<file path="config.mk">
export PLATFORM = sky130hd
export DESIGN_NAME = cpu_hazard_unit
export DESIGN_NICKNAME = d
export VERILOG_FILES = /design/src/rtl/cpu_hazard_unit.sv
export SDC_FILE = /design/constraint.sdc
export NUM_CORES = 1
export LEC_CHECK = 0
export CAP_MARGIN = 20
export CELL_PAD_IN_SITES_DETAIL_PLACEMENT = 0
export CELL_PAD_IN_SITES_GLOBAL_PLACEMENT = 1
export CORE_MARGIN = 2
export CORE_UTILIZATION = 38
export CTS_CLUSTER_SIZE = 30
export DETAILED_ROUTE_END_ITERATION = 10
export HOLD_SLACK_MARGIN = 0.02
export PLACE_DENSITY_LB_ADDON = 0.1
export SYNTH_ARGS = -nofsm -noshare
export SYNTH_HDL_FRONTEND = slang
export SYNTH_SLANG_ARGS = --single-unit
</file>
<file path="constraint.sdc">
create_clock -name clk_i -period 2.45 [get_ports clk_i]
set_clock_uncertainty 0.2 [all_clocks]
set_input_delay 0.49 -clock clk_i [delete_from_list [all_inputs] [get_ports clk_i]]
set_output_delay 0.49 -clock clk_i [all_outputs]
set_load 0.005 [all_outputs]
</file>
<file path="src/rtl/cpu_hazard_unit.sv">
// cpu_hazard_unit: scoreboard-based hazard and forwarding unit.
// Tracks in-flight register writes in slots 1..DEPTH (1 = execute, DEPTH = writeback).
// For each decoded source operand it either picks a forwarding slot or stalls fetch/decode.
// Optional feature macro: HAZARD_FWD_EN.
//   Defined:   a source operand is forwarded from the youngest matching slot once that
//              slot's value is ready.
//   Undefined: no forwarding; any match in slots 1..DEPTH stalls until the writer retires.
module cpu_hazard_unit #(
    parameter int NREGS      = 8,
    parameter int RIDX_W     = $clog2(NREGS),
    parameter int DEPTH      = 3,
    parameter int LOAD_READY = 2,
    parameter int FW         = $clog2(DEPTH + 1)
) (
    input  logic              clk_i,
    input  logic              reset_i,
    input  logic              d_valid_i,
    input  logic [RIDX_W-1:0] d_rx_i,
    input  logic [RIDX_W-1:0] d_ry_i,
    input  logic              d_rx_used_i,
    input  logic              d_ry_used_i,
    input  logic              d_wr_en_i,
    input  logic [RIDX_W-1:0] d_wr_reg_i,
    input  logic              d_is_load_i,
    input  logic              flush_i,
    output logic              stall_o,
    output logic              issue_o,
    output logic [FW-1:0]     rx_fwd_o,
    output logic [FW-1:0]     ry_fwd_o,
    output logic [FW-1:0]     inflight_cnt_o,
    output logic [15:0]       stall_cycles_o
);

    // Scoreboard slots; index 1 is the youngest entry.
    logic [DEPTH:1]    vld_q;
    logic [DEPTH:1]    load_q;
    logic [RIDX_W-1:0] reg_q [1:DEPTH];
    logic [15:0]       stall_cycles_q;
    logic [15:0]       stall_cycles_d;

    logic [DEPTH:1] rx_match;
    logic [DEPTH:1] ry_match;
    logic           rx_haz;
    logic           ry_haz;

    // Per-slot operand match against the scoreboard.
    for (genvar gi = 1; gi <= DEPTH; gi++) begin : g_match
        assign rx_match[gi] = d_rx_used_i & vld_q[gi] & (reg_q[gi] == d_rx_i);
        assign ry_match[gi] = d_ry_used_i & vld_q[gi] & (reg_q[gi] == d_ry_i);
    end

`ifdef HAZARD_FWD_EN
    logic [DEPTH:1] slot_rdy;
    logic           rx_hit, ry_hit, rx_rdy, ry_rdy;
    logic [FW-1:0]  rx_k, ry_k;

    // A load result only becomes forwardable from slot LOAD_READY onward.
    for (genvar gi = 1; gi <= DEPTH; gi++) begin : g_rdy
        assign slot_rdy[gi] = ~load_q[gi] | ((gi >= LOAD_READY) ? 1'b1 : 1'b0);
    end

    // Youngest-match selection: scan oldest to youngest so the smallest slot wins.
    always_comb begin
        rx_hit = 1'b0;
        ry_hit = 1'b0;
        rx_rdy = 1'b1;
        ry_rdy = 1'b1;
        rx_k   = '0;
        ry_k   = '0;
        for (int k = DEPTH; k >= 1; k--) begin
            if (rx_match[k]) begin
                rx_hit = 1'b1;
                rx_k   = FW'(k);
                rx_rdy = slot_rdy[k];
            end
            if (ry_match[k]) begin
                ry_hit = 1'b1;
                ry_k   = FW'(k);
                ry_rdy = slot_rdy[k];
            end
        end
        rx_haz   = rx_hit & ~rx_rdy;
        ry_haz   = ry_hit & ~ry_rdy;
        rx_fwd_o = (d_valid_i & rx_hit & rx_rdy) ? rx_k : '0;
        ry_fwd_o = (d_valid_i & ry_hit & ry_rdy) ? ry_k : '0;
    end
`else
    logic unused_load;
    assign unused_load = ^load_q;

    // Without forwarding every in-flight writer of a source is a hazard.
    always_comb begin
        rx_haz   = |rx_match;
        ry_haz   = |ry_match;
        rx_fwd_o = '0;
        ry_fwd_o = '0;
    end
`endif

    // Issue decision; a flush kills the instruction but does not mask the stall output.
    always_comb begin
        stall_o = d_valid_i & (rx_haz | ry_haz);
        issue_o = d_valid_i & ~stall_o & ~flush_i;
    end

    // Count valid in-flight writers.
    always_comb begin
        inflight_cnt_o = '0;
        for (int k = 1; k <= DEPTH; k++) begin
            inflight_cnt_o = inflight_cnt_o + FW'(vld_q[k]);
        end
    end

    // Saturating count of cycles lost to stalls of live (unflushed) instructions.
    always_comb begin
        stall_cycles_d = stall_cycles_q;
        if (stall_o && !flush_i && stall_cycles_q != 16'hFFFF) begin
            stall_cycles_d = stall_cycles_q + 16'd1;
        end
    end

    // Scoreboard shift and counter; slots advance every cycle, stalls only inject bubbles.
    always_ff @(posedge clk_i or posedge reset_i) begin
        if (reset_i) begin
            vld_q          <= '0;
            load_q         <= '0;
            stall_cycles_q <= '0;
            for (int k = 1; k <= DEPTH; k++) begin
                reg_q[k] <= '0;
            end
        end else begin
            stall_cycles_q <= stall_cycles_d;
            for (int k = DEPTH; k >= 2; k--) begin
                vld_q[k]  <= vld_q[k-1];
                load_q[k] <= load_q[k-1];
                reg_q[k]  <= reg_q[k-1];
            end
            vld_q[1]  <= issue_o & d_wr_en_i;
            load_q[1] <= issue_o & d_wr_en_i & d_is_load_i;
            reg_q[1]  <= d_wr_reg_i;
        end
    end

    assign stall_cycles_o = stall_cycles_q;

endmodule

</file>
==> flow_metrics.py, run 1 <==
metrics = {
    "worst_setup_path": {
        "arrival_ns": 1.76,
        "cp-end-kind": "output pin",
        "crit_type": "in -> out",
        "critical_path_required_ns": 1.76,
        "crit_path_start_kind": "input pin",
        "crit_fanout": 3,
    },
    "route": {
        "firstDrtPassIters": 4,
        "postRouteAntennaNets": 0,
        "wl_per_cell_um": 14.8,
        "post-route-drc-count": 0,
        "via_per_inst": 5.13,
        "first_iter_violations": 41,
        "num_vias": 1283,
        "wl_um": 3690,
    },
    "finish": {
        "drive_above_1_share": 0.290,
        "finalNetCount": 220,
        "diodes": 0,
        "areaGrowthSynthToFinish_pct": 39.1,
    },
    "grt": {
        "grt_pass1_wl_um": 6360,
        "grt_usage": 0.161,
        "grt_max_degree": 29,
        "first_global_vias": 1280,
        "grt_overflow": 0,
        "antenna_found_initial": 0,
    },
    "synthesis": {
        "synth_top_family_by_area": "simple AND/OR/NAND/NOR gates",
        "ys.flop_type": "dfrtp_1",
        "avgSynthCellArea_um2": 11.1,
        "ys_ff_latch": 28,
        "synth_most_common_cell": "dfrtp_1",
        "synth_common_cells": "28 x dfrtp_1, 25 x xor2_1, 11 x nand2_1",
        "syn_inst": 146,
        "synth_fa_ha_area_frac": 0.0201,
        "synthXorXnorAreaFrac": 0.141,
        "ys_seq_area_frac": 0.432,
        "yosys.area_share.simple": 0.188,
        "synth_edf_count": 0,
        "synthArstFlopShare": 1.00,
        "synth_area_um2": 1620,
        "synth_largest_area_cell": "dfrtp_1",
        "synth-compound-area-share": 0.161,
        "synth_area_leaders": "dfrtp_1 43%, xor2_1 14%, a211oi_2 4.6%",
        "synth.area.mux_share": 0.0139,
        "yosys.cell_types.count": 45,
        "yosysWarnings": 0,
        "synth_top_area_share": 0.432,
    },
    "power_and_ir_drop": {
        "leakagePower_nw": 0.994,
        "peakVddDrop_mv": 0.360,
        "powerDensity_nw_per_um2": 432,
    },
    "clock_network": {
        "cts_tree": "yes",
        "path_clk_slew_ns": 0.09,
        "clock-sinks": 28,
        "clock_latency_ns": 0.28,
        "cts_root_buffer": "clkbuf_8",
        "clockBufferDepth": 2,
        "cts_made_buffers": 3,
        "htreeDepth": 1,
    },
    "floorplan": {
        "coreArea_um2": 4060,
        "rows": 23,
        "die-area_um2": 4800,
        "pin_count": 41,
        "chipHeight_um": 69.3,
        "die-width_um": 69.3,
        "initial_core_util": 0.399,
    },
    "place": {
        "gp_congestion": 0.750,
        "io_buffers": 35,
        "hpwl_um": 2680,
        "dp_slack_ns": -0.815,
    },
    "sta": {
        "clock.fmax_mhz": 409,
        "slew_violations": 0,
        "hold_slack_ns": 0.244,
        "setup_viol": 0,
        "finalCriticalPeriod_ns": 2.45,
        "rsz0062_at_grt": "yes",
        "finalCritPeriodShare": 0.998,
        "fin_ws_ns": 0.00465,
        "finalHoldViolCount": 0,
        "fin_tns_setup_ns": 0,
    },
    "run_status": {
        "status": "finished, final reports clean",
    },
    "job": {
        "max_cap_viol_count": 0,
    },
    "hold_path": {
        "min_path_type": "reg -> reg",
    },
}
[report_power, final]
group	internal [mW]	total, mW	switching, mW
logic	0.0916	0.165	0.0736
clock network	0.144	0.293	0.149
registers	0.485	0.516	0.0302
[stage by stage]
stage | area [um^2] | std cells | utilization | power [mW]
after floorplan | 1630 | 149 | - | 0.590
after global placement | 2130 | 245 | 0.524 | 0.679
after detailed placement | 2130 | 245 | 0.524 | 0.681
after CTS | 2230 | 250 | 0.550 | 0.985
after global routing | 2250 | 250 | 0.555 | 1.03
final | 2250 | 250 | 0.555 | 0.974
[flip-flops by register name (all words and copies together), names as in the netlist]
register        cells
stall_cycles_o     16
reg_q               9
vld_q               3
[critical path: stages]
cell and delay, ns:
clkdlybuf4s15_2 0.24, xor2_1 0.19, nor4_2 0.38, nor4_4 0.07, and2_4 0.17, nor2b_1 0.10
buf_2 0.12
[metal layers]
metal  global-route usage  wire, um  vias up
met4               0.0392        27        0
li1                     -         -      627
met3               0.0262       111        2
met1                0.233      1830      629
met2                0.251      1720       25
met5                    0         0        -
[logic make-up after synthesis]
group / after synthesis
AO/OA/AOI/OAI: 27
adder cells (fa/ha/maj): 2
AND/OR/NAND/NOR: 49
multiplexers: 2
XOR/XNOR: 26
buffers and inverters: 11
flip-flops: 28
other: 1
[worst paths after layout]
kind | from | end | slack, ns | cells past startpoint
max in group asynchronous | reset_i | reg_q[3]$_DFF_PP0_ | 1.38 | 3
hold reg to reg | reg_q[4]$_DFF_PP0_ | reg_q[1]$_DFF_PP0_ | 0.24 | 0
setup / recovery | d_ry_i[2] | stall_o | 0.005 | 7
hold / removal | reg_q[4]$_DFF_PP0_ | reg_q[1]$_DFF_PP0_ | 0.24 | 0
setup reg to reg | reg_q[7]$_DFF_PP0_ | stall_cycles_o[15]$_DFFE_PP0P_ | 0.16 | 6
min in group asynchronous | reset_i | stall_cycles_o[6]$_DFFE_PP0P_ | 0.37 | 3
[cell type report]
cell class	instances	area [um^2]
Clock buffer	4	55.1
Tap cell	50	62.6
Sequential cell	28	702
Multi-Input combinational cell	110	928
Fill cell	372	1800
Timing Repair Buffer	54	490
Inverter	4	15.0
[cells in the final DEF, fill, tap and decap left out, drive strengths merged, types with 5 or more instances in the layout]
cell / instances
nand3: 9
a211oi: 10
dfrtp: 28
nand2: 11
buf: 22
nor4: 7
nor2: 5
clkdlybuf4s50: 24
clkdlybuf4s15: 5
xor2: 25
[repair_timing]
action / CTS / global route
pin swaps: 12 / 5
gates resized for setup: 40 / 4
endpoints found under the setup margin: 9 / 3
buffers inserted: 2 / 1
hold buffers: 0 / 0
Power figures use the tool's default switching activity.
==> run 2: changes to the inputs <==
--- a/config.mk
+++ b/config.mk
@@ -12,7 +12,7 @@
 export CORE_UTILIZATION = 38
 export CTS_CLUSTER_SIZE = 30
 export DETAILED_ROUTE_END_ITERATION = 10
-export HOLD_SLACK_MARGIN = 0.02
+export HOLD_SLACK_MARGIN = 0.05
 export PLACE_DENSITY_LB_ADDON = 0.1
 export SYNTH_ARGS = -nofsm -noshare
 export SYNTH_HDL_FRONTEND = slang
==> results of run 2 <==
Final layout, timing and power as in run 1 (identical DEF).
